[config.mk]
export PLATFORM = sky130hd
export DESIGN_NAME = ysyx_25040111_lsu_axi
export DESIGN_NICKNAME = d
export VERILOG_FILES = /design/src/rtl/ysyx_25040111_lsu_pkg.sv /design/src/rtl/ysyx_25040111_lsu_align.sv /design/src/rtl/ysyx_25040111_lsu_axi.sv
export SDC_FILE = /design/constraint.sdc
export NUM_CORES = 1
export LEC_CHECK = 0
export BUFFER_PORTS_ARGS = -buffer_cell sky130_fd_sc_hd__buf_2
export CORE_MARGIN = 5
export CORE_UTILIZATION = 40
export DETAILED_ROUTE_END_ITERATION = 6
export PLACE_DENSITY = 0.71
export SYNTH_ARGS = -nofsm -noshare
export SYNTH_HDL_FRONTEND = slang
export SYNTH_SLANG_ARGS = --single-unit
[constraint.sdc]
create_clock -name clk -period 5.05 [get_ports clk]
set_clock_uncertainty 0.15 [all_clocks]
set_input_delay 0.2525 -clock clk [delete_from_list [all_inputs] [get_ports clk]]
set_output_delay 0.2525 -clock clk [all_outputs]
set_load 0.01 [all_outputs]
[src/rtl/ysyx_25040111_lsu_pkg.sv]
// Shared types and constants for the load/store unit.
package ysyx_25040111_lsu_pkg;

  typedef enum logic [2:0] {
    ST_IDLE,
    ST_RD_A,
    ST_RD_D,
    ST_WR_AW,
    ST_WR_B,
    ST_RESP
  } lsu_state_t;

  // Completion codes reported on resp_err
  localparam logic [1:0] RESP_OK       = 2'b00;
  localparam logic [1:0] RESP_BUS      = 2'b01;
  localparam logic [1:0] RESP_MISALIGN = 2'b10;
  localparam logic [1:0] RESP_TIMEOUT  = 2'b11;

  // Access size encodings, bytes = 1 << size
  localparam logic [1:0] SIZE_B = 2'd0;
  localparam logic [1:0] SIZE_H = 2'd1;
  localparam logic [1:0] SIZE_W = 2'd2;
  localparam logic [1:0] SIZE_D = 2'd3;

  localparam logic [1:0] AXI_BURST_INCR = 2'b01;

  localparam logic [31:0] CLINT_BASE_DEF = 32'h0200_0000;
  localparam logic [31:0] CLINT_END_DEF  = 32'h0200_ffff;

endpackage

[src/rtl/ysyx_25040111_lsu_align.sv]
// Combinational lane steering: write strobe, store data shift,
// load data extract/extend and misalignment detection.
module ysyx_25040111_lsu_align
  import ysyx_25040111_lsu_pkg::*;
#(
  parameter int DATA_W = 32
) (
  input  logic [1:0]          size,
  input  logic [2:0]          addr_lo,
  input  logic                sign,
  input  logic [DATA_W-1:0]   wdata,
  input  logic [DATA_W-1:0]   rdata,
  output logic [DATA_W/8-1:0] strb,
  output logic [DATA_W-1:0]   wdata_sh,
  output logic [DATA_W-1:0]   rdata_ext,
  output logic                misaligned
);

  localparam int STRB_W = DATA_W / 8;
  localparam int OFF_W  = $clog2(STRB_W);

  logic [OFF_W-1:0]  off;
  logic [STRB_W-1:0] strb_base;
  logic [DATA_W-1:0] shifted;
  logic [DATA_W-1:0] mask;
  logic              msb;

  assign off      = addr_lo[OFF_W-1:0];
  assign wdata_sh = wdata << {off, 3'b000};
  assign shifted  = rdata >> {off, 3'b000};
  assign strb     = strb_base << off;

  // Size-dependent strobe pattern, keep mask, sign bit and alignment check
  always_comb begin
    strb_base  = '1;
    mask       = '1;
    msb        = shifted[DATA_W-1];
    misaligned = 1'b0;
    case (size)
      SIZE_B: begin
        strb_base = STRB_W'(1);
        mask      = DATA_W'(8'hff);
        msb       = shifted[7];
      end
      SIZE_H: begin
        strb_base  = STRB_W'(3);
        mask       = DATA_W'(16'hffff);
        msb        = shifted[15];
        misaligned = addr_lo[0];
      end
      SIZE_W: begin
        strb_base  = STRB_W'(4'hf);
        mask       = DATA_W'(32'hffff_ffff);
        msb        = shifted[31];
        misaligned = (addr_lo[1:0] != 2'b00);
      end
      default: begin
        // doubleword only exists on a 64-bit bus
        misaligned = (DATA_W == 32) ? 1'b1 : (addr_lo != 3'b000);
      end
    endcase
  end

  assign rdata_ext = (sign & msb) ? (shifted | ~mask) : (shifted & mask);

endmodule

[src/rtl/ysyx_25040111_lsu_axi.sv]
// Load/store unit: one access per request, single-beat AXI4 master
// or CLINT read port, with misalignment and timeout reporting.
//
// state    | meaning
// ---------+-----------------------------------------------
// ST_IDLE  | ready for a request
// ST_RD_A  | read address valid, waiting for arready
// ST_RD_D  | rready high, waiting for rvalid
// ST_WR_AW | aw/w valid, waiting for both handshakes
// ST_WR_B  | bready high, waiting for bvalid
// ST_RESP  | one-cycle resp_valid pulse
module ysyx_25040111_lsu_axi
  import ysyx_25040111_lsu_pkg::*;
#(
  parameter int              DATA_W     = 32,
  parameter int              ADDR_W     = 32,
  parameter logic [ADDR_W-1:0] CLINT_BASE = ADDR_W'(CLINT_BASE_DEF),
  parameter logic [ADDR_W-1:0] CLINT_END  = ADDR_W'(CLINT_END_DEF),
  parameter int unsigned     TIMEOUT    = 1024,
  parameter logic [3:0]      AXI_ID     = 4'h1
) (
  input  logic                clk,
  input  logic                rst,
  input  logic                req_valid,
  output logic                req_ready,
  input  logic                req_wen,
  input  logic                req_sign,
  input  logic [1:0]          req_size,
  input  logic [ADDR_W-1:0]   req_addr,
  input  logic [DATA_W-1:0]   req_wdata,
  output logic                resp_valid,
  output logic [DATA_W-1:0]   resp_rdata,
  output logic [1:0]          resp_err,
  output logic                m_awvalid,
  input  logic                m_awready,
  output logic [ADDR_W-1:0]   m_awaddr,
  output logic [3:0]          m_awid,
  output logic [7:0]          m_awlen,
  output logic [2:0]          m_awsize,
  output logic [1:0]          m_awburst,
  output logic                m_wvalid,
  input  logic                m_wready,
  output logic [DATA_W-1:0]   m_wdata,
  output logic [DATA_W/8-1:0] m_wstrb,
  output logic                m_wlast,
  input  logic                m_bvalid,
  output logic                m_bready,
  input  logic [1:0]          m_bresp,
  output logic                m_arvalid,
  input  logic                m_arready,
  output logic [ADDR_W-1:0]   m_araddr,
  output logic [3:0]          m_arid,
  output logic [7:0]          m_arlen,
  output logic [2:0]          m_arsize,
  output logic [1:0]          m_arburst,
  input  logic                m_rvalid,
  output logic                m_rready,
  input  logic [DATA_W-1:0]   m_rdata,
  input  logic [1:0]          m_rresp,
  output logic                clint_arvalid,
  input  logic                clint_arready,
  output logic [ADDR_W-1:0]   clint_araddr,
  input  logic                clint_rvalid,
  output logic                clint_rready,
  input  logic [DATA_W-1:0]   clint_rdata,
  input  logic [1:0]          clint_rresp
);

  localparam int STRB_W = DATA_W / 8;
  localparam int TW     = (TIMEOUT > 1) ? $clog2(TIMEOUT) : 1;
  localparam logic [TW-1:0] T_LAST = TW'(TIMEOUT - 1);

  lsu_state_t state, state_d;

  logic [ADDR_W-1:0] addr_q;
  logic [1:0]        size_q;
  logic              sign_q;
  logic              is_clint_q;
  logic [STRB_W-1:0] strb_q;
  logic [DATA_W-1:0] wdata_q;
  logic [TW-1:0]     timer;
  logic              aw_done, w_done;

  logic              in_clint;
  logic              expire;
  logic              aw_hs, w_hs;
  logic              ar_ready_sel, r_valid_sel;
  logic [1:0]        r_resp_sel;
  logic [DATA_W-1:0] r_data_sel;
  logic [1:0]        err_d;
  logic [DATA_W-1:0] rdata_d;

  logic [1:0]        al_size;
  logic [2:0]        al_addr;
  logic              al_sign;
  logic [STRB_W-1:0] al_strb;
  logic [DATA_W-1:0] al_wdata;
  logic [DATA_W-1:0] al_rdata;
  logic              al_mis;

  assign in_clint = (req_addr >= CLINT_BASE) && (req_addr <= CLINT_END);
  assign expire   = (TIMEOUT != 0) && (timer == T_LAST);

  // The aligner sees the live request while idle (misalign check, store
  // steering) and the latched request afterwards (load extraction).
  assign al_size = (state == ST_IDLE) ? req_size     : size_q;
  assign al_addr = (state == ST_IDLE) ? req_addr[2:0] : addr_q[2:0];
  assign al_sign = (state == ST_IDLE) ? req_sign     : sign_q;

  assign ar_ready_sel = is_clint_q ? clint_arready : m_arready;
  assign r_valid_sel  = is_clint_q ? clint_rvalid  : m_rvalid;
  assign r_resp_sel   = is_clint_q ? clint_rresp   : m_rresp;
  assign r_data_sel   = is_clint_q ? clint_rdata   : m_rdata;

  ysyx_25040111_lsu_align #(.DATA_W(DATA_W)) u_align (
    .size       (al_size),
    .addr_lo    (al_addr),
    .sign       (al_sign),
    .wdata      (req_wdata),
    .rdata      (r_data_sel),
    .strb       (al_strb),
    .wdata_sh   (al_wdata),
    .rdata_ext  (al_rdata),
    .misaligned (al_mis)
  );

  assign aw_hs = m_awvalid & m_awready;
  assign w_hs  = m_wvalid & m_wready;

  assign m_awaddr     = addr_q;
  assign m_awid       = AXI_ID;
  assign m_awlen      = 8'd0;
  assign m_awsize     = {1'b0, size_q};
  assign m_awburst    = AXI_BURST_INCR;
  assign m_wdata      = wdata_q;
  assign m_wstrb      = strb_q;
  assign m_wlast      = m_wvalid;
  assign m_araddr     = addr_q;
  assign m_arid       = AXI_ID;
  assign m_arlen      = 8'd0;
  assign m_arsize     = {1'b0, size_q};
  assign m_arburst    = AXI_BURST_INCR;
  assign clint_araddr = addr_q;

  // Next-state, channel valids/readies and the completion code
  always_comb begin
    state_d       = state;
    err_d         = RESP_OK;
    rdata_d       = '0;
    req_ready     = 1'b0;
    resp_valid    = 1'b0;
    m_arvalid     = 1'b0;
    clint_arvalid = 1'b0;
    m_rready      = 1'b0;
    clint_rready  = 1'b0;
    m_awvalid     = 1'b0;
    m_wvalid      = 1'b0;
    m_bready      = 1'b0;
    case (state)
      ST_IDLE: begin
        req_ready = 1'b1;
        if (req_valid) begin
          if (al_mis) begin
            state_d = ST_RESP;
            err_d   = RESP_MISALIGN;
          end else if (req_wen && in_clint) begin
            // CLINT is reachable through a read-only port only
            state_d = ST_RESP;
            err_d   = RESP_BUS;
          end else if (req_wen) begin
            state_d = ST_WR_AW;
          end else begin
            state_d = ST_RD_A;
          end
        end
      end
      ST_RD_A: begin
        m_arvalid     = ~is_clint_q;
        clint_arvalid = is_clint_q;
        if (ar_ready_sel) begin
          state_d = ST_RD_D;
        end else if (expire) begin
          state_d = ST_RESP;
          err_d   = RESP_TIMEOUT;
        end
      end
      ST_RD_D: begin
        m_rready     = ~is_clint_q;
        clint_rready = is_clint_q;
        if (r_valid_sel) begin
          state_d = ST_RESP;
          if (r_resp_sel != 2'b00) begin
            err_d = RESP_BUS;
          end else begin
            rdata_d = al_rdata;
          end
        end else if (expire) begin
          state_d = ST_RESP;
          err_d   = RESP_TIMEOUT;
        end
      end
      ST_WR_AW: begin
        m_awvalid = ~aw_done;
        m_wvalid  = ~w_done;
        if ((aw_done | aw_hs) && (w_done | w_hs)) begin
          state_d = ST_WR_B;
        end else if (expire) begin
          state_d = ST_RESP;
          err_d   = RESP_TIMEOUT;
        end
      end
      ST_WR_B: begin
        m_bready = 1'b1;
        if (m_bvalid) begin
          state_d = ST_RESP;
          if (m_bresp != 2'b00) err_d = RESP_BUS;
        end else if (expire) begin
          state_d = ST_RESP;
          err_d   = RESP_TIMEOUT;
        end
      end
      ST_RESP: begin
        resp_valid = 1'b1;
        state_d    = ST_IDLE;
      end
      default: state_d = ST_IDLE;
    endcase
  end

  // State register, request latch, watchdog timer and response capture
  always_ff @(posedge clk or posedge rst) begin
    if (rst) begin
      state      <= ST_IDLE;
      addr_q     <= '0;
      size_q     <= '0;
      sign_q     <= 1'b0;
      is_clint_q <= 1'b0;
      strb_q     <= '0;
      wdata_q    <= '0;
      timer      <= '0;
      aw_done    <= 1'b0;
      w_done     <= 1'b0;
      resp_err   <= RESP_OK;
      resp_rdata <= '0;
    end else begin
      state <= state_d;
      if (state == ST_IDLE && req_valid) begin
        addr_q     <= req_addr;
        size_q     <= req_size;
        sign_q     <= req_sign;
        is_clint_q <= in_clint;
        strb_q     <= al_strb;
        wdata_q    <= al_wdata;
      end
      if (state_d != state) begin
        timer <= '0;
      end else if (state != ST_IDLE && state != ST_RESP) begin
        timer <= timer + 1'b1;
      end
      if (state != ST_WR_AW) begin
        aw_done <= 1'b0;
        w_done  <= 1'b0;
      end else begin
        if (aw_hs) aw_done <= 1'b1;
        if (w_hs)  w_done  <= 1'b1;
      end
      if (state_d == ST_RESP && state != ST_RESP) begin
        resp_err   <= err_d;
        resp_rdata <= rdata_d;
      end
    end
  end

endmodule

* Word-level counts from Yosys, hierarchy flattened *
Cells that the tools add are included.
Widths: inputs -> output; s select.

storage, ports and cells
  bits in registers = 121
  output and inout port bits = 210

cells by class
  add/subtract/negate cells = 1
  order comparisons = 2
  equality and inequality tests = 12
  shifts and indexed selects = 3
  mux-type cells = 51
  bitwise gates (word level) = 11
  reductions and logical operators = 15

operators by type and width
  cell                   number
  $mux 32                5
  $pmux 32 s2            1
  $and 32x32->32         1
  $ge 32x26->1 const B   1
  $le 32x26->1 const B   1
  $not 32->32            1
  $or 32x32->32          1
  $shl 32x5->32          1
  $shr 32x5->32          1
  $mux 3                 8
  $mux 2                 11
  $mux 10                2
  $mux 1                 19
  $pmux 3 s5             1
  $reduce_bool 2->1      6
  $add 10x1->10 const B  1
  $eq 10x10->1 const B   1
  $pmux 2 s5             1
  $eq 3x3->1 const B     3
  $pmux 4 s2             1
  $eq 3x2->1 const B     2
  $logic_and 1x1->1      6
  $shl 4x2->4            1
  $and 1x1->1            3
  other kinds (13)       16

* Logic depth before layout (Yosys ltp) *
Gate-level depths: netlist (run 1).

  depth after elaboration = 10
  depth in mapped cells = 10
  gate-level depth less buffers = 7

* Cells and area by module *
A second synthesis (run 1) with hierarchy kept.

second synthesis, totals
  cell total of the unflattened synthesis = 842
  area total of the unflattened synthesis = 7494.7 sq um

by module, submodules not included
  module                   times used  cells an instance  area an instance (sq um)
  ysyx_25040111_lsu_axi    1           641                6179.7
  ysyx_25040111_lsu_align  1           201                1315.0

* Worst setup path before layout (run 1) *
Ideal clock, no wire load.

  kind = register to register
  start = reg state[0]
  end = reg resp_rdata[23]
  setup time = 0.124 ns
  arrival time = 2.132 ns
  required time = 4.776 ns
  setup slack = 2.644 ns
  cell stages (with the launch flop) = 9
  path buffers = 2
  period minus slack after synthesis = 2.406 ns
  path through = dfrtp_1 -> nor3_2 -> buf_6 -> mux2i_2 -> a21oi_1 -> a221oi_2 -> a211oi_4 -> buf_6 -> a211o_1

between the ends
  longest elaborated chain between the ends = 10
  elaborated cells on any way between the ends = 42

RTL lines
  item                                                    RTL line                      text
  start: declaration                                      ysyx_25040111_lsu_axi.sv:73   lsu_state_t state, state_d;
  start signal: assignment                                ysyx_25040111_lsu_axi.sv:246  state <= state_d;
  branches (longest 10 deep; another with $shr 32x5->32)  n/a
  end signal: assignment                                  ysyx_25040111_lsu_axi.sv:269  resp_rdata <= rdata_d;
  end: declaration                                        ysyx_25040111_lsu_axi.sv:32   output logic [DATA_W-1:0] resp_rdata,

Several ways; the timed one is not identified.
A chain may end at the register's enable or synchronous reset.

* Final worst setup path (run 1) *
  start = reg state[0]
  end = reg resp_rdata[9]

The elaborated chain is that of the path after synthesis.

==> results.py, run 1 <==
metrics = {
    "detailed_routing": {
        "vias": 6919,
        "wire_per_inst_um": 18.2,
        "drt.antenna.violating_nets": 0,
        "finalWirelength_mm": 24.2,
        "drtPass1Iterations": 7,
        "drc_errors": 0,
        "drt_iter0_drc": 568,
        "via_per_inst": 5.19,
    },
    "cells_and_area": {
        "fin_util": 0.529,
        "insertedDiodeCount": 0,
        "final_nets": 1239,
        "layout-drive-gt1-share": 0.370,
        "mostFrequentLayoutCell": "buf_2",
        "area_growth_pct": 31.5,
        "layout_common_cells": "buf_2, nand2_1, dfrtp_1",
    },
    "sta": {
        "min_period_over_period": 0.727,
        "layout_min_cycle_time_ns": 3.67,
        "timing.final.hold_violations": 0,
        "finalSetupTns_ns": 0,
        "rsz0062_at_grt": "false",
        "setup_viol_count_final": 0,
        "max_freq_mhz": 273,
        "worstMarginPinSlew_ns": 1.07,
        "report.final.slew_viol_count": 0,
        "slew_headroom": 0.289,
    },
    "synth": {
        "async_flop_share": 1.00,
        "synthFlopType": "dfrtp_1",
        "yosysWarningCount": 0,
        "ys_types": 61,
        "synth.top_cell.area_share": 0.422,
        "syn-mean-instance-area_um2": 8.94,
        "synth_edf_count": 0,
        "yosys.area.top_type": "dfrtp_1",
        "ys_seq_area_frac": 0.422,
        "synthCells": 803,
        "yosys-top-cells-area": "dfrtp_1, nand2_1, buf_4, mux2i_1, a21oi_1",
        "yosys_register_bits": 121,
        "synth_area_um2": 7180,
    },
    "floorplan": {
        "die_w_um": 144,
        "fp.dieH_um": 144,
        "initial_utilization": 0.402,
        "die_area_um2": 20700,
        "coreArea_um2": 17800,
        "pin_count": 358,
        "rows": 49,
    },
    "grt": {
        "grt_start_max_net_pins": 81,
        "gr-total-overflow": 0,
        "grt_pass1_vias": 6592,
        "antenna_found_initial": 0,
        "grt_pass1_wl_mm": 35.9,
        "grtUsageTotal": 0.224,
    },
    "worst_setup_path": {
        "crit_type": "reg2reg",
        "cp_max_fo": 26,
        "critPathRequiredTime_ns": 5.17,
        "cp.arrival_ns": 3.79,
        "end_kind": "flop",
        "startpoint_type": "flop",
    },
    "place": {
        "gp_congestion": 0.857,
        "numPortBuffers": 327,
        "dp_hpwl_mm": 17.8,
    },
    "power_and_ir_drop": {
        "ir_drop_mv": 0.312,
        "powerDensity_nw_per_um2": 626,
        "p_leak_nw": 5.07,
    },
    "outcome": {
        "status": "finished, final reports clean",
    },
    "clock_network": {
        "cts_max_level": 4,
        "cts_root_buf": "clkbuf_16",
        "cts_resized": 0,
        "cts.sinks": 121,
        "cts_setup_buffers": 0,
        "clockBufferDepth": 2,
        "cts_buffers": 17,
        "clock_latency_ns": 0.42,
        "tritoncts": "built",
        "path_clk_slew_ns": 0.06,
    },
    "flow_run": {
        "max_cap_violations": 0,
    },
    "hold_path": {
        "hold_path_class": "in2reg",
    },
}
## synthesized netlist by cell type (all sizes together), types with 8 or more instances
cell type	instances
nand2	208
dfrtp	121
nand3	21
a211o	9
buf	123
a21oi	36
nor3	10
a221o	16
mux2	14
mux2i	31
clkbuf	18
o21ai	35
nor2	45
o2bb2ai	8
a22o	12
## metrics by stage
| stage | power (W) | instances | hold slack (ns) | area (µm²) | setup slack, ns |
|---|---|---|---|---|---|
| global route | 0.00630 | 1332 | 0.0592 | 9440 | 1.14 |
| finish | 0.00590 | 1332 | 0.0388 | 9440 | 1.38 |
| detailed placement | 0.00456 | 1255 | 0.0845 | 8350 | 1.42 |
| CTS | 0.00593 | 1332 | 0.0141 | 9440 | 1.36 |
| floorplan | 0.00378 | 831 | 0.208 | 7280 | 1.43 |
| global placement | 0.00449 | 1255 | 0.0830 | 8350 | 1.59 |
## final timing paths
path	from	cells past startpoint	to	slack, ns
hold reg to reg	m_wstrb[3]$_DFFE_PP0P_	2	m_wstrb[3]$_DFFE_PP0P_	0.32
min in group asynchronous	rst	3	clint_araddr[8]$_DFFE_PP0P_	0.21
max in group asynchronous	rst	4	is_clint_q$_DFFE_PP0P_	3.40
setup reg to reg	state[0]$_DFF_PP0_	6	resp_rdata[9]$_DFFE_PP0P_	1.38
setup / recovery	state[0]$_DFF_PP0_	6	resp_rdata[9]$_DFFE_PP0P_	1.38
hold / removal	req_wdata[11]	3	m_wdata[11]$_DFFE_PP0P_	0.04
## metal layers
layer	track usage	share of wire	wire (µm)	up-vias
met1	0.289	0.41	9810	3295
met3	0.0486	0.077	1860	36
met2	0.378	0.50	12000	359
met4	0.0689	0.020	492	0
li1	-	-	-	3229
met5	0	0	0	-
## area by class of cell
class                      count  area [µm²]
fill                        1645        8400
sequential                   121        3030
clock buffer                  19         443
tap                          229         287
timing repair buffer         381        2150
inverter                       5        21.3
multi-input combinational    564        3310
clock inverter                13         193
## state kept, by name (all words and copies together) (netlist names)
signal	count
w_done	1
is_clint_q	1
timer	10
m_wstrb	4
m_wdata	32
size_q	2
resp_err	2
aw_done	1
resp_rdata	32
state	3
sign_q	1
clint_araddr	32
## worst max-delay path, stage by stage (launching register included)
cell	delay (ns)
dfrtp_1	0.56
nor3_2	0.88
mux2_2	0.70
nand2b_1	0.22
a32o_1	0.33
a22oi_1	0.51
o2bb2ai_1	0.17
## where the power goes
| part | switching, W | internal, W | total (W) | leakage (nW) |
|---|---|---|---|---|
| clock | 0.000475 | 0.000845 | 0.00132 | 0.305 |
| sequential | 0.000350 | 0.00136 | 0.00171 | 1.58 |
| combinational | 0.00173 | 0.00114 | 0.00287 | 3.19 |
| total | 0.00256 | 0.00335 | 0.00590 | 5.07 |
## cell families after synthesis
| family | synth area share |
|---|---|
| AND/OR/NAND/NOR | 0.195 |
| other | 0.00105 |
| flip-flops | 0.422 |
| buffers and inverters | 0.134 |
| multiplexers | 0.0882 |
| adder cells (fa/ha/maj) | 0.00174 |
| XOR/XNOR | 0.00976 |
| AO/OA/AOI/OAI | 0.149 |
## what timing repair did
action,4_1_cts,5_1_grt
hold endpoints to repair,65,0
endpoints found under the setup margin,0,0
hold buffers,45,0
Note: power is estimated with default switching activity, not from simulation.
==> inputs of run 2 (changes only) <==
==> constraint.sdc (replaced) <==
create_clock -name clk -period 3.7 [get_ports clk]
set_clock_uncertainty 0.15 [all_clocks]
set_input_delay 0.185 -clock clk [delete_from_list [all_inputs] [get_ports clk]]
set_output_delay 0.185 -clock clk [all_outputs]
set_load 0.01 [all_outputs]
==> run 2 against run 1 <==
Register-to-register slack worse by 0.84 ns. Die area is the same. First-iteration DRC count is 0.70% lower. Largest power group unchanged. Sequential share of layout area shrank 0.85 points. Sequential cell count unchanged. Global-route usage is 0.25 points lower. Core utilization grew 1.4 points. Highest routed layer unchanged.
==> results.py, run 2 (synthesis results as in run 1) <==
metrics = {
    "sta": {
        "worstMarginPinSlew_ns": 0.799,
        "setup_viol_count_final": 0,
        "slew_headroom": 0.467,
        "layout_min_cycle_time_ns": 3.16,
        "finalSetupTns_ns": 0,
        "max_freq_mhz": 317,
        "rsz0062_at_grt": "false",
        "report.final.slew_viol_count": 0,
        "min_period_over_period": 0.853,
        "worst_slack_ns": 0.544,
        "timing.final.hold_violations": 0,
    },
    "grt": {
        "gr-total-overflow": 0,
        "antenna_found_initial": 0,
        "grt_pass1_vias": 6507,
        "grt_pass1_wl_mm": 35.5,
        "grt_start_max_net_pins": 76,
        "grtUsageTotal": 0.222,
    },
    "detailed_routing": {
        "vias": 6966,
        "finalWirelength_mm": 24.2,
        "drt.antenna.violating_nets": 0,
        "via_per_inst": 5.13,
        "wire_per_inst_um": 17.8,
        "drt_iter0_drc": 564,
        "drtPass1Iterations": 4,
        "drc_errors": 0,
    },
    "hold_path": {
        "hold_start": "req_wdata[20]",
        "holdPathEnd": "m_wdata[28]$_DFFE_PP0P_",
        "hold_depth": 4,
        "hold_path_class": "in2reg",
    },
    "power_and_ir_drop": {
        "pwr-share-seq": 0.282,
        "p_sw_w": 0.00351,
        "p_clk_frac": 0.223,
        "powerDensity_nw_per_um2": 845,
        "comb_power_share": 0.495,
        "intPower_w": 0.00469,
        "switching_share": 0.428,
        "ir_drop_mv": 0.529,
        "p_leak_nw": 5.19,
    },
    "floorplan": {
        "die_w_um": 144,
        "coreArea_um2": 17800,
        "die_area_um2": 20700,
        "rows": 49,
        "pin_count": 358,
        "fp.dieH_um": 144,
        "initial_utilization": 0.402,
    },
    "cells_and_area": {
        "mostFrequentLayoutCell": "buf_2",
        "area_growth_pct": 35.1,
        "layout-drive-gt1-share": 0.369,
        "layout_common_cells": "buf_2, nand2_1, dfrtp_1",
        "fin_util": 0.544,
        "final_cell_area_um2": 9700,
        "final_nets": 1263,
    },
    "clock_network": {
        "path_clk_slew_ns": 0.06,
        "tritoncts": "built",
        "cts_setup_buffers": 0,
        "clock_latency_ns": 0.42,
        "cts_root_buf": "clkbuf_16",
        "cts.sinks": 121,
        "cts_max_level": 4,
        "clockBufferDepth": 2,
        "cts_buffers": 17,
    },
    "worst_setup_path": {
        "critPathRequiredTime_ns": 3.91,
        "critPathMaxStageDelay_ns": 0.56,
        "r2r-start": "state[0]$_DFF_PP0_",
        "critical_path_buf_inv_count": 5,
        "path_cells": "nor3_2, buf_4, mux2i_4, buf_12, buf_4, buf_4, nand2_1, nand3_1, dlygate4sd3_1, a31o_2",
        "crit_type": "reg2reg",
        "r2r_setup_slack_ns": 0.54,
        "r2r_end": "m_wdata[25]$_DFFE_PP0P_",
        "crit_family": "buffers and inverters",
        "path_depth": 10,
        "cp.arrival_ns": 3.36,
        "critPathSlowestCell": "dfrtp_1",
        "startpoint_type": "flop",
        "r2r_cells": 10,
        "end_kind": "flop",
        "cp_max_fo": 31,
        "crit_top_cell": "buf_4",
    },
    "place": {
        "preCtsSetupSlack_ns": 0.603,
        "dp_hpwl_mm": 17.7,
        "place_area_um2": 8430,
        "gp_congestion": 0.870,
        "numPortBuffers": 327,
    },
    "outcome": {
        "status": "finished, final reports clean",
    },
    "flow_run": {
        "max_cap_violations": 0,
    },
}
run 2: cell types whose count changed in the layout (fill, tap and decap cells not counted), sizes merged:
cell / change
buf: +7
clkinvlp: -1
clkinv: +1
dlygate4sd3: +17
diode: +1
run 2: worst min-delay path, delay by kind of cell:
kind	cells	cell delay, ns
AO/OA/AOI/OAI	1	0.14
buffers and inverters	1	0.09
AND/OR/NAND/NOR	2	0.13
run 2: cell type report:
class / count / area, µm²
Clock buffer: 19 / 453
Multi-Input combinational cell: 564 / 3310
Inverter: 5 / 21.3
Sequential cell: 121 / 3030
Fill cell: 1602 / 8140
Clock inverter: 13 / 190
Antenna cell: 1 / 2.50
Timing Repair Buffer: 405 / 2400
Tap cell: 229 / 287
run 2: layer usage:
metal / part of all wire / global-route usage / vias to the layer above / wire (µm)
met5: 0 / 0 / - / 0
met4: 0.020 / 0.0714 / 0 / 473
met3: 0.080 / 0.0439 / 41 / 1950
met2: 0.49 / 0.368 / 362 / 11900
met1: 0.41 / 0.292 / 3277 / 9850
li1: - / - / 3286 / -
run 2: worst max path at each step:
| stage | from | to | slack, ns |
|---|---|---|---|
| 2_1_floorplan | rst | aw_done$_DFFE_PP0P_ | 0.15 |
| 3_3_place_gp | state[0]$_DFF_PP0_ | resp_rdata[25]$_DFFE_PP0P_ | 0.65 |
| 3_5_place_dp | state[0]$_DFF_PP0_ | resp_rdata[25]$_DFFE_PP0P_ | 0.60 |
| 4_1_cts | state[0]$_DFF_PP0_ | m_wdata[25]$_DFFE_PP0P_ | 0.55 |
| 5_1_grt | state[0]$_DFF_PP0_ | resp_rdata[30]$_DFFE_PP0P_ | 0.40 |
| 6_report | state[0]$_DFF_PP0_ | m_wdata[25]$_DFFE_PP0P_ | 0.54 |
run 2: stage by stage:
step	hold slack, ns	cells	total power, W
5_1_grt	0.0287	1356	0.00872
3_5_place_dp	0.228	1262	0.00630
2_1_floorplan	0.140	831	0.00516
6_report	0.0172	1357	0.00820
4_1_cts	0.000400	1356	0.00823
3_3_place_gp	0.224	1262	0.00624
run 2: power by group through the flow:
| stage | clock network, W | logic, W | registers (W) |
|---|---|---|---|
| 2_1_floorplan | 0 | 0.00270 | 0.00246 |
| 3_3_place_gp | 0 | 0.00392 | 0.00232 |
| 4_1_cts | 0.00185 | 0.00407 | 0.00231 |
| 6_report | 0.00182 | 0.00406 | 0.00231 |
| 3_5_place_dp | 0 | 0.00397 | 0.00232 |
| 5_1_grt | 0.00192 | 0.00442 | 0.00239 |
run 2: what timing repair did:
action | in CTS | in global routing
resized for setup | 0 | 0
hold buffers | 62 | 0
endpoints found under the hold margin | 124 | 0
==> inputs of run 3 (changes only) <==
--- a/config.mk
+++ b/config.mk
@@ -12,4 +12,5 @@
 export PLACE_DENSITY = 0.71
 export SYNTH_ARGS = -nofsm -noshare
 export SYNTH_HDL_FRONTEND = slang
+export SYNTH_HIERARCHICAL = 1
 export SYNTH_SLANG_ARGS = --single-unit
==> run 3 against run 2 <==
First-iteration DRC count down 60%. Fmax shrank 0.81%. Final area is 0.94% higher. Critical path depth shrank 1. Die area is 4.0% higher. Core utilization fell by 1.7 points.
==> results.py, run 3 <==
metrics = {
    "detailed_routing": {
        "finalWirelength_mm": 24.2,
        "drt.antenna.violating_nets": 0,
        "drtPass1Iterations": 4,
        "drc_errors": 0,
        "via_per_inst": 4.93,
        "vias": 6799,
        "wire_per_inst_um": 17.6,
        "drt_iter0_drc": 224,
    },
    "cells_and_area": {
        "mostFrequentLayoutCell": "buf_2",
        "layout-drive-gt1-share": 0.383,
        "insertedDiodeCount": 0,
        "n_fill_cell": 1742,
        "final_nets": 1281,
        "area_growth_pct": 30.8,
        "layout_common_cells": "buf_2, nand2_1, dfrtp_1",
    },
    "clock_network": {
        "cts_root_buf": "clkbuf_16",
        "cts.sinks": 121,
        "cts_buffers": 17,
        "cts_resized": 0,
        "clockBufferDepth": 2,
        "clock_latency_ns": 0.41,
        "path_clk_slew_ns": 0.06,
        "cts_max_level": 4,
        "tritoncts": "built",
    },
    "worst_setup_path": {
        "critPathSlowestCell": "o211ai_2",
        "r2r_setup_slack_ns": 0.52,
        "crit_type": "reg2reg",
        "r2r_end": "resp_rdata[20]$_DFFE_PP0P_",
        "critPathMaxStageDelay_ns": 0.56,
        "path_cells": "nor3_2, buf_4, mux2_4, buf_4, mux2i_1, mux2i_1, o211ai_2, o21ai_0, a22o_1",
        "r2r-start": "state[2]$_DFF_PP0_",
        "critPathRequiredTime_ns": 3.85,
        "r2r_cells": 9,
        "startpoint_type": "flop",
        "cp_max_fo": 40,
        "cp.arrival_ns": 3.33,
        "end_kind": "flop",
    },
    "sta": {
        "timing.final.hold_violations": 0,
        "rsz0062_at_grt": "false",
        "hold_ws_ns": 0.0241,
        "layout_min_cycle_time_ns": 3.18,
        "setup_viol_count_final": 0,
        "slew_headroom": 0.463,
        "finalSetupTns_ns": 0,
        "min_period_over_period": 0.860,
        "max_freq_mhz": 314,
        "report.final.slew_viol_count": 0,
        "worstMarginPinSlew_ns": 0.806,
    },
    "grt": {
        "grtUsageTotal": 0.220,
        "antenna_found_initial": 0,
        "grt_pass1_wl_mm": 37.5,
        "gr-total-overflow": 0,
        "grt_pass1_vias": 6941,
        "grt_start_max_net_pins": 74,
    },
    "outcome": {
        "status": "finished, final reports clean",
    },
    "hold_path": {
        "hold_depth": 5,
        "hold_path_class": "in2reg",
        "holdPathEnd": "m_wdata[19]$_DFFE_PP0P_",
        "hold_start": "req_wdata[19]",
    },
    "place": {
        "dp_hpwl_mm": 18.0,
        "gp_congestion": 0.917,
        "numPortBuffers": 327,
    },
    "floorplan": {
        "fp.dieH_um": 147,
        "pin_count": 358,
        "coreArea_um2": 18600,
        "initial_utilization": 0.403,
        "die_area_um2": 21500,
        "die_w_um": 147,
        "rows": 50,
    },
    "synth": {
        "synth_area_um2": 7480,
        "syn-mean-instance-area_um2": 8.90,
        "synthCells": 841,
        "yosysWarningCount": 6,
    },
    "power_and_ir_drop": {
        "ir_drop_mv": 0.364,
        "p_leak_nw": 5.28,
        "powerDensity_nw_per_um2": 851,
    },
    "flow_run": {
        "max_cap_violations": 0,
    },
}
-- run 3: critical path: cells and delay by family, from the launching register on --
kind,cells,cell delay (ns)
compound gates,3,1.01
mux,3,0.69
buf+inv,2,0.66
flops,1,0.39
simple gates,1,0.17
-- run 3: cell type report --
| cell class | instances | area, µm² | share of cell area |
|---|---|---|---|
| Clock inverter | 11 | 193 | 0.0197 |
| Clock buffer | 21 | 470 | 0.0481 |
| Inverter | 6 | 25.0 | 0.00256 |
| Sequential cell | 121 | 3030 | 0.309 |
| Timing Repair Buffer | 390 | 2220 | 0.227 |
| Tap cell | 234 | 293 | 0.0299 |
| Multi-Input combinational cell | 596 | 3550 | 0.363 |
-- run 3: worst max path at each step --
stage                  startpoint                         end  slack, ns  cells past startpoint
2_1_floorplan                 rst         aw_done$_DFFE_PP0P_       0.15                      1
3_3_place_gp   state[2]$_DFF_PP0_  resp_rdata[20]$_DFFE_PP0P_       0.63                      9
3_5_place_dp   state[2]$_DFF_PP0_  resp_rdata[20]$_DFFE_PP0P_       0.53                      9
4_1_cts        state[2]$_DFF_PP0_  resp_rdata[20]$_DFFE_PP0P_       0.51                      9
5_1_grt        state[2]$_DFF_PP0_  resp_rdata[20]$_DFFE_PP0P_       0.29                      9
6_report       state[2]$_DFF_PP0_  resp_rdata[20]$_DFFE_PP0P_       0.52                      9
-- run 3: routing by layer --
metal  vias to the layer above  track usage  wire length, µm
met3                        37       0.0595             1770
met2                       290        0.385            12200
met5                         -            0                0
li1                       3291            -                -
met4                         0       0.0800              631
met1                      3181        0.258             9630
-- run 3: timing repair --
| item | 4_1_cts | 5_1_grt |
|---|---|---|
| buffers inserted | 0 | 0 |
| endpoints found under the setup margin | 0 | 0 |
| hold buffers | 46 | 0 |
| endpoints found under the hold margin | 112 | 0 |
-- run 3: through the flow --
stage          cells  power (W)  worst slack [ns]  instance area [µm²]  utilization
2_1_floorplan    869    0.00542             0.148                 7590            -
3_3_place_gp    1301    0.00641             0.632                 8660        0.466
3_5_place_dp    1301    0.00648             0.530                 8660        0.466
4_1_cts         1379    0.00840             0.513                 9790        0.527
5_1_grt         1379    0.00895             0.290                 9790        0.527
6_report        1379    0.00833             0.518                 9790        0.527
-- run 3: report_power, final --
group,switching (W),internal [W],leakage [nW]
clock network,0.000609,0.00125,0.319
logic,0.00257,0.00169,3.38
registers,0.000372,0.00184,1.58
total,0.00355,0.00478,5.28
